### src/rtl/winograd_f63_conv_if.sv
// rtl/winograd_f63_conv_if.sv - tile port bundle for winograd_f63_conv
// D carries eight signed 10-bit samples in, Z carries six signed 10-bit results out.
interface winograd_f63_conv_if;
   logic [79:0] D;
   logic [59:0] Z;

   modport master (output D, input Z);
   modport slave  (input D, output Z);
endinterface

### src/rtl/winograd_f63_conv.sv
// rtl/winograd_f63_conv.sv - 4-stage Winograd F(6,3) 3-tap correlation tile
// Optional macro WC_OUT_SAT_EN: saturate outputs to [-512,511] instead of wrapping.
module winograd_f63_conv #(
   parameter int G0 = 2,
   parameter int G1 = -3,
   parameter int G2 = 1
) (
   input logic                clk,
   input logic                rst,
   winograd_f63_conv_if.slave tile
);

   localparam int TW = 18;
   localparam int MW = 36;
   localparam int AW = 48;

   // B^T scaled by 4, G scaled by 90, A^T scaled by 32: total scale 11520 = 256*45
   localparam int BT [8][8] = '{
      '{4,  0, -21,   0,  21,   0, -4, 0},
      '{0,  4,   4, -17, -17,   4,  4, 0},
      '{0, -4,   4,  17, -17,  -4,  4, 0},
      '{0,  2,   1, -10,  -5,   8,  4, 0},
      '{0, -2,   1,  10,  -5,  -8,  4, 0},
      '{0,  8,  16, -10, -20,   2,  4, 0},
      '{0, -8,  16,  10, -20,  -2,  4, 0},
      '{0, -4,   0,  21,   0, -21,  0, 4}
   };

   localparam int GT [8] = '{
      90 * G0,
      -20 * (G0 + G1 + G2),
      -20 * (G0 - G1 + G2),
      G0 + 2 * G1 + 4 * G2,
      G0 - 2 * G1 + 4 * G2,
      64 * G0 + 32 * G1 + 16 * G2,
      64 * G0 - 32 * G1 + 16 * G2,
      90 * G2
   };

   localparam int AT [6][8] = '{
      '{32, 32,  32,   32,    32, 32, 32,  0},
      '{0,  32, -32,   64,   -64, 16, -16, 0},
      '{0,  32,  32,  128,   128,  8,  8,  0},
      '{0,  32, -32,  256,  -256,  4, -4,  0},
      '{0,  32,  32,  512,   512,  2,  2,  0},
      '{0,  32, -32, 1024, -1024,  1, -1, 32}
   };

   logic signed [9:0]    d_q [8];
   logic signed [TW-1:0] t_d [8];
   logic signed [TW-1:0] t_q [8];
   logic signed [MW-1:0] m_d [8];
   logic signed [MW-1:0] m_q [8];
   logic        [59:0]   z_d;
   logic        [59:0]   z_q;
   logic signed [AW-1:0] acc;
   logic signed [AW-1:0] y;

   always_comb begin
      for (int i = 0; i < 8; i++) begin
         t_d[i] = '0;
         for (int j = 0; j < 8; j++) begin
            t_d[i] = t_d[i] + TW'(BT[i][j]) * TW'(d_q[j]);
         end
         m_d[i] = MW'(t_q[i]) * MW'(GT[i]);
      end
   end

   always_comb begin
      z_d = '0;
      acc = '0;
      y   = '0;
      for (int i = 0; i < 6; i++) begin
         acc = '0;
         for (int j = 0; j < 8; j++) begin
            acc = acc + AW'(AT[i][j]) * AW'(m_q[j]);
         end
         // exact descale: remainder of both steps is zero by construction
         y = (acc >>> 8) / AW'(45);
`ifdef WC_OUT_SAT_EN
         if (y > AW'(511)) begin
            z_d[59-10*i -: 10] = 10'h1ff;
         end else if (y < -AW'(512)) begin
            z_d[59-10*i -: 10] = 10'h200;
         end else begin
            z_d[59-10*i -: 10] = 10'(y);
         end
`else
         z_d[59-10*i -: 10] = 10'(y);
`endif
      end
   end

   always_ff @(posedge clk or negedge rst) begin
      if (!rst) begin
         for (int i = 0; i < 8; i++) begin
            d_q[i] <= '0;
            t_q[i] <= '0;
            m_q[i] <= '0;
         end
         z_q <= '0;
      end else begin
         for (int i = 0; i < 8; i++) begin
            d_q[i] <= tile.D[79-10*i -: 10];
            t_q[i] <= t_d[i];
            m_q[i] <= m_d[i];
         end
         z_q <= z_d;
      end
   end

   assign tile.Z = z_q;

endmodule

### src/flat_wrapper.sv
// flat-port wrapper written by rule: the top's interface ports become plain ports
module winograd_f63_conv_flat 
#(
   parameter int G0 = 2,
   parameter int G1 = -3,
   parameter int G2 = 1
)
  (clk, rst, tile_D, tile_Z);
  winograd_f63_conv_if tile_i ();
  input logic clk;
  input logic rst;
  input wire logic [$bits(tile_i.D)-1:0] tile_D;
  output wire logic [$bits(tile_i.Z)-1:0] tile_Z;
  assign tile_i.D = tile_D;
  assign tile_Z = tile_i.Z;
  winograd_f63_conv #(.G0(G0), .G1(G1), .G2(G2)) u_core (.clk(clk), .rst(rst), .tile(tile_i));
endmodule
### config.mk
export PLATFORM = sky130hd
export DESIGN_NAME = winograd_f63_conv_flat
export DESIGN_NICKNAME = d
export VERILOG_FILES = /design/src/rtl/winograd_f63_conv_if.sv /design/src/rtl/winograd_f63_conv.sv /design/src/flat_wrapper.sv
export SDC_FILE = /design/constraint.sdc
export NUM_CORES = 2
export LEC_CHECK = 0
export CAP_MARGIN = 0
export CORE_ASPECT_RATIO = 1.2
export CORE_UTILIZATION = 50
export DETAILED_ROUTE_END_ITERATION = 12
export PLACE_DENSITY = 0.71
export SYNTH_ARGS = -nofsm -noshare
export SYNTH_HDL_FRONTEND = slang
export SYNTH_SLANG_ARGS = --single-unit
### constraint.sdc
create_clock -name clk -period 72.3 [get_ports clk]
set_input_delay 14.46 -clock clk [delete_from_list [all_inputs] [get_ports clk]]
set_output_delay 14.46 -clock clk [all_outputs]
set_load 0.05 [all_outputs]
==> results.py <==
metrics = {
    "status": {
        "status": "completed",
    },
    "critical_path": {
        "worstRegToRegCells": 126,
        "crit_path_max_incr_delay_ns": 1.16,
        "crit_required_ns": 72.88,
        "crit_buf_inv": 5,
        "cp_slowest_cell": "nor4_1",
        "crit_fanout": 14,
        "cp.arrival_ns": 42.14,
        "cp_common_cell": "nor2_1",
        "cp_num_cells": 126,
        "endpoint_kind": "flip-flop",
        "path_delay_family": "compound AO/OA/AOI/OAI gates",
        "start_kind": "flip-flop",
        "critPathKind": "flip-flop to flip-flop",
    },
    "flow_run": {
        "cap_violations": 0,
    },
    "routing": {
        "drc": 0,
        "vias": 105000,
        "wirelength_mm": 331,
        "first_iter_violations": 8132,
        "wire_per_inst_um": 19.4,
        "antenna_left": 0,
        "via_per_inst": 6.14,
        "drt_first_pass_iters": 6,
    },
    "grt": {
        "track_usage_pct": 28.0,
        "antenna_found_initial": 2,
        "grt_max_degree": 126,
        "grt_pass1_vias": 99000,
        "grt_first_pass_wirelength_mm": 527,
        "grt-ovfl-total": 0,
    },
    "synth": {
        "yosys.area.top_type_share_pct": 15.4,
        "synth_edf_count": 0,
        "ys.flop_type": "dfrtp_1",
        "synth_area_leaders": "fa_1, ha_1, dfrtp_1, xnor2_1, inv_1",
        "ys_seq_elements": 376,
        "ys_types": 207,
        "synth_top_cell_by_area": "fa_1",
        "syn_area_mm2": 0.113,
        "yosysWarnings": 0,
        "async_flop_share_pct": 100,
        "postSynthCellCount": 14100,
        "syn_area_per_cell_um2": 8.02,
        "synthesis.nets": 16000,
        "ys_seq_area_share_pct": 8.31,
    },
    "clock_tree": {
        "cts_buffers": 47,
        "postCtsResizedCells": 0,
        "cts_hold_buffers": 0,
        "path_clk_slew_ns": 0.06,
        "clk_root_buffer_cell": "clkbuf_16",
        "clkLatencyLatePin_ns": 0.68,
        "clock_path_buffers": 3,
        "cts_tree": "built",
        "cts_sinks": 376,
        "h-tree-depth": 2,
        "post_cts_buffers": 0,
    },
    "floorplan": {
        "core_mm2": 0.225,
        "die_w_um": 437,
        "row_count": 191,
        "initial_core_util_pct": 50.3,
        "dieHeight_um": 523,
        "die_area_mm2": 0.228,
        "io_pins": 142,
    },
    "placed_design": {
        "io_buffer_count": 141,
        "routabilityCongestion": 1.01,
        "preCtsSetupSlack_ns": 31.47,
        "hpwl_mm": 275,
    },
    "finish": {
        "antenna_cells": 0,
        "multi_input_area_mm2": 0.0955,
        "final.fill_count": 21400,
        "synthToLayoutAreaGrowth_pct": 4.79,
        "layout-drive-gt1-share_pct": 6.93,
        "seqCellArea_mm2": 0.00941,
        "final_nets": 15900,
    },
    "sta": {
        "slew_headroom_pct": 11.3,
        "clock_skew_ns": 0.0379,
        "tightest_slew_ns": 1.32,
        "rsz0062_at_grt": "false",
        "fmax_ghz": 0.0241,
        "hold_viol": 0,
        "finalCritPeriodShare_pct": 57.5,
        "period_minus_slack_ns": 41.57,
        "fin_setup_tns_ns": 0,
        "finalWorstSetupSlack_ns": 30.73,
        "setup_viol": 0,
        "drv_slew": 0,
    },
    "worst_hold_path": {
        "min_path_type": "flip-flop to flip-flop",
        "hold_depth": 0,
    },
}
layer usage:
layer	routed length [um]	up-vias	global-route usage [%]	part of all wire, %
met2	156000	3177	48.2	47
met4	16200	2	12.2	4.9
li1	-	50600	-	-
met5	13	-	0	0.0039
met3	17800	713	2.98	5.4
met1	140000	50300	35.5	42
cell type report:
cell class              instances  share of cell area (%)
inverters                    1680                    5.31
multi-input cells           11700                    80.4
repair buffers                236                    1.80
well taps                    2991                    3.15
clock inverters                24                   0.237
clock buffers                  63                    1.15
flip-flops and latches        376                    7.93
cells in the final DEF, fill, tap and decap left out, types with 349 or more instances in the layout:
cell,Yosys,final
xor2_1,351,349
xnor2_1,989,988
dfrtp_1,376,375
inv_1,1666,1666
ha_1,916,916
nor3_1,374,374
a21oi_1,980,980
fa_1,871,871
nor2_1,987,986
o21ai_0,625,625
nand2_1,944,944
nand3_1,367,367
state kept, by name (all words and copies together) (netlist names):
signal / flops
u_core.m_q: 133
u_core.t_q: 103
u_core.d_q: 80
u_core.tile.Z: 60
stage by stage:
stage | hold slack, ns | area (um2) | cells | utilization [%]
floorplan | 0.354 | 113000 | 14100 | -
global placement | 0.472 | 117000 | 17000 | 51.9
detailed placement | 0.446 | 117000 | 17000 | 51.9
CTS | 0.458 | 119000 | 17100 | 52.7
global route | 0.470 | 119000 | 17100 | 52.7
finish | 0.437 | 119000 | 17100 | 52.7
worst paths after layout:
check / startpoint / endpoint / slack [ns]
setup / recovery: u_core.m_q[112]$_DFF_PN0_ / u_core.tile.Z[6]$_DFF_PN0_ / 30.73
hold / removal: u_core.t_q[93]$_DFF_PN0_ / u_core.m_q[186]$_DFF_PN0_ / 0.44
setup reg to reg: u_core.m_q[112]$_DFF_PN0_ / u_core.tile.Z[6]$_DFF_PN0_ / 30.73
hold reg to reg: u_core.t_q[93]$_DFF_PN0_ / u_core.m_q[186]$_DFF_PN0_ / 0.44
max in group asynchronous: rst / u_core.t_q[135]$_DFF_PN0_ / 56.82
min in group asynchronous: rst / u_core.d_q[5]$_DFF_PN0_ / 13.81
cell usage after synthesis (49+ instances only):
| master | number |
|---|---|
| fa_1 | 871 |
| o21bai_1 | 235 |
| clkbuf_1 | 220 |
| mux2_2 | 95 |
| or2_2 | 78 |
| nand2_1 | 944 |
| a221oi_1 | 52 |
| a31oi_1 | 178 |
| dfrtp_1 | 376 |
| nand4_1 | 131 |
| o31ai_1 | 109 |
| xor2_1 | 351 |
| and2_1 | 164 |
| a21o_1 | 187 |
| a21oi_1 | 980 |
| o21ai_1 | 86 |
| o21a_1 | 119 |
| nand2b_1 | 94 |
| o31a_1 | 56 |
| o22ai_1 | 90 |
| o21ai_0 | 625 |
| o211ai_1 | 155 |
| xnor2_1 | 989 |
| and3_1 | 109 |
| nor2_1 | 987 |
| mux2i_1 | 207 |
| nand3_1 | 367 |
| a21boi_0 | 68 |
| a22oi_1 | 59 |
| a211o_1 | 49 |
| o221ai_1 | 58 |
| maj3_1 | 51 |
| nor4_1 | 112 |
| ha_1 | 916 |
| inv_1 | 1666 |
| nor3_1 | 374 |
| nor2b_1 | 64 |
| a211oi_1 | 157 |
| or3_1 | 118 |
kinds of logic (layout without fill, tap and decap cells):
logic type | Yosys count | after routing | synth area share [%]
muxes | 330 | 330 | 3.19
buffers and inverters | 2045 | 2003 | 7.48
adders and majority gates | 1841 | 1841 | 26.0
xor gates and xnor gates | 1374 | 1374 | 10.9
and+or+nand+nor | 3946 | 3946 | 17.5
DFF | 376 | 376 | 8.31
AOI/OAI and AO/OA | 4216 | 4216 | 26.6
Power is left out: the tool's default activity adds up to more than one toggle a clock period on the data nets, which glitch-free logic cannot reach.
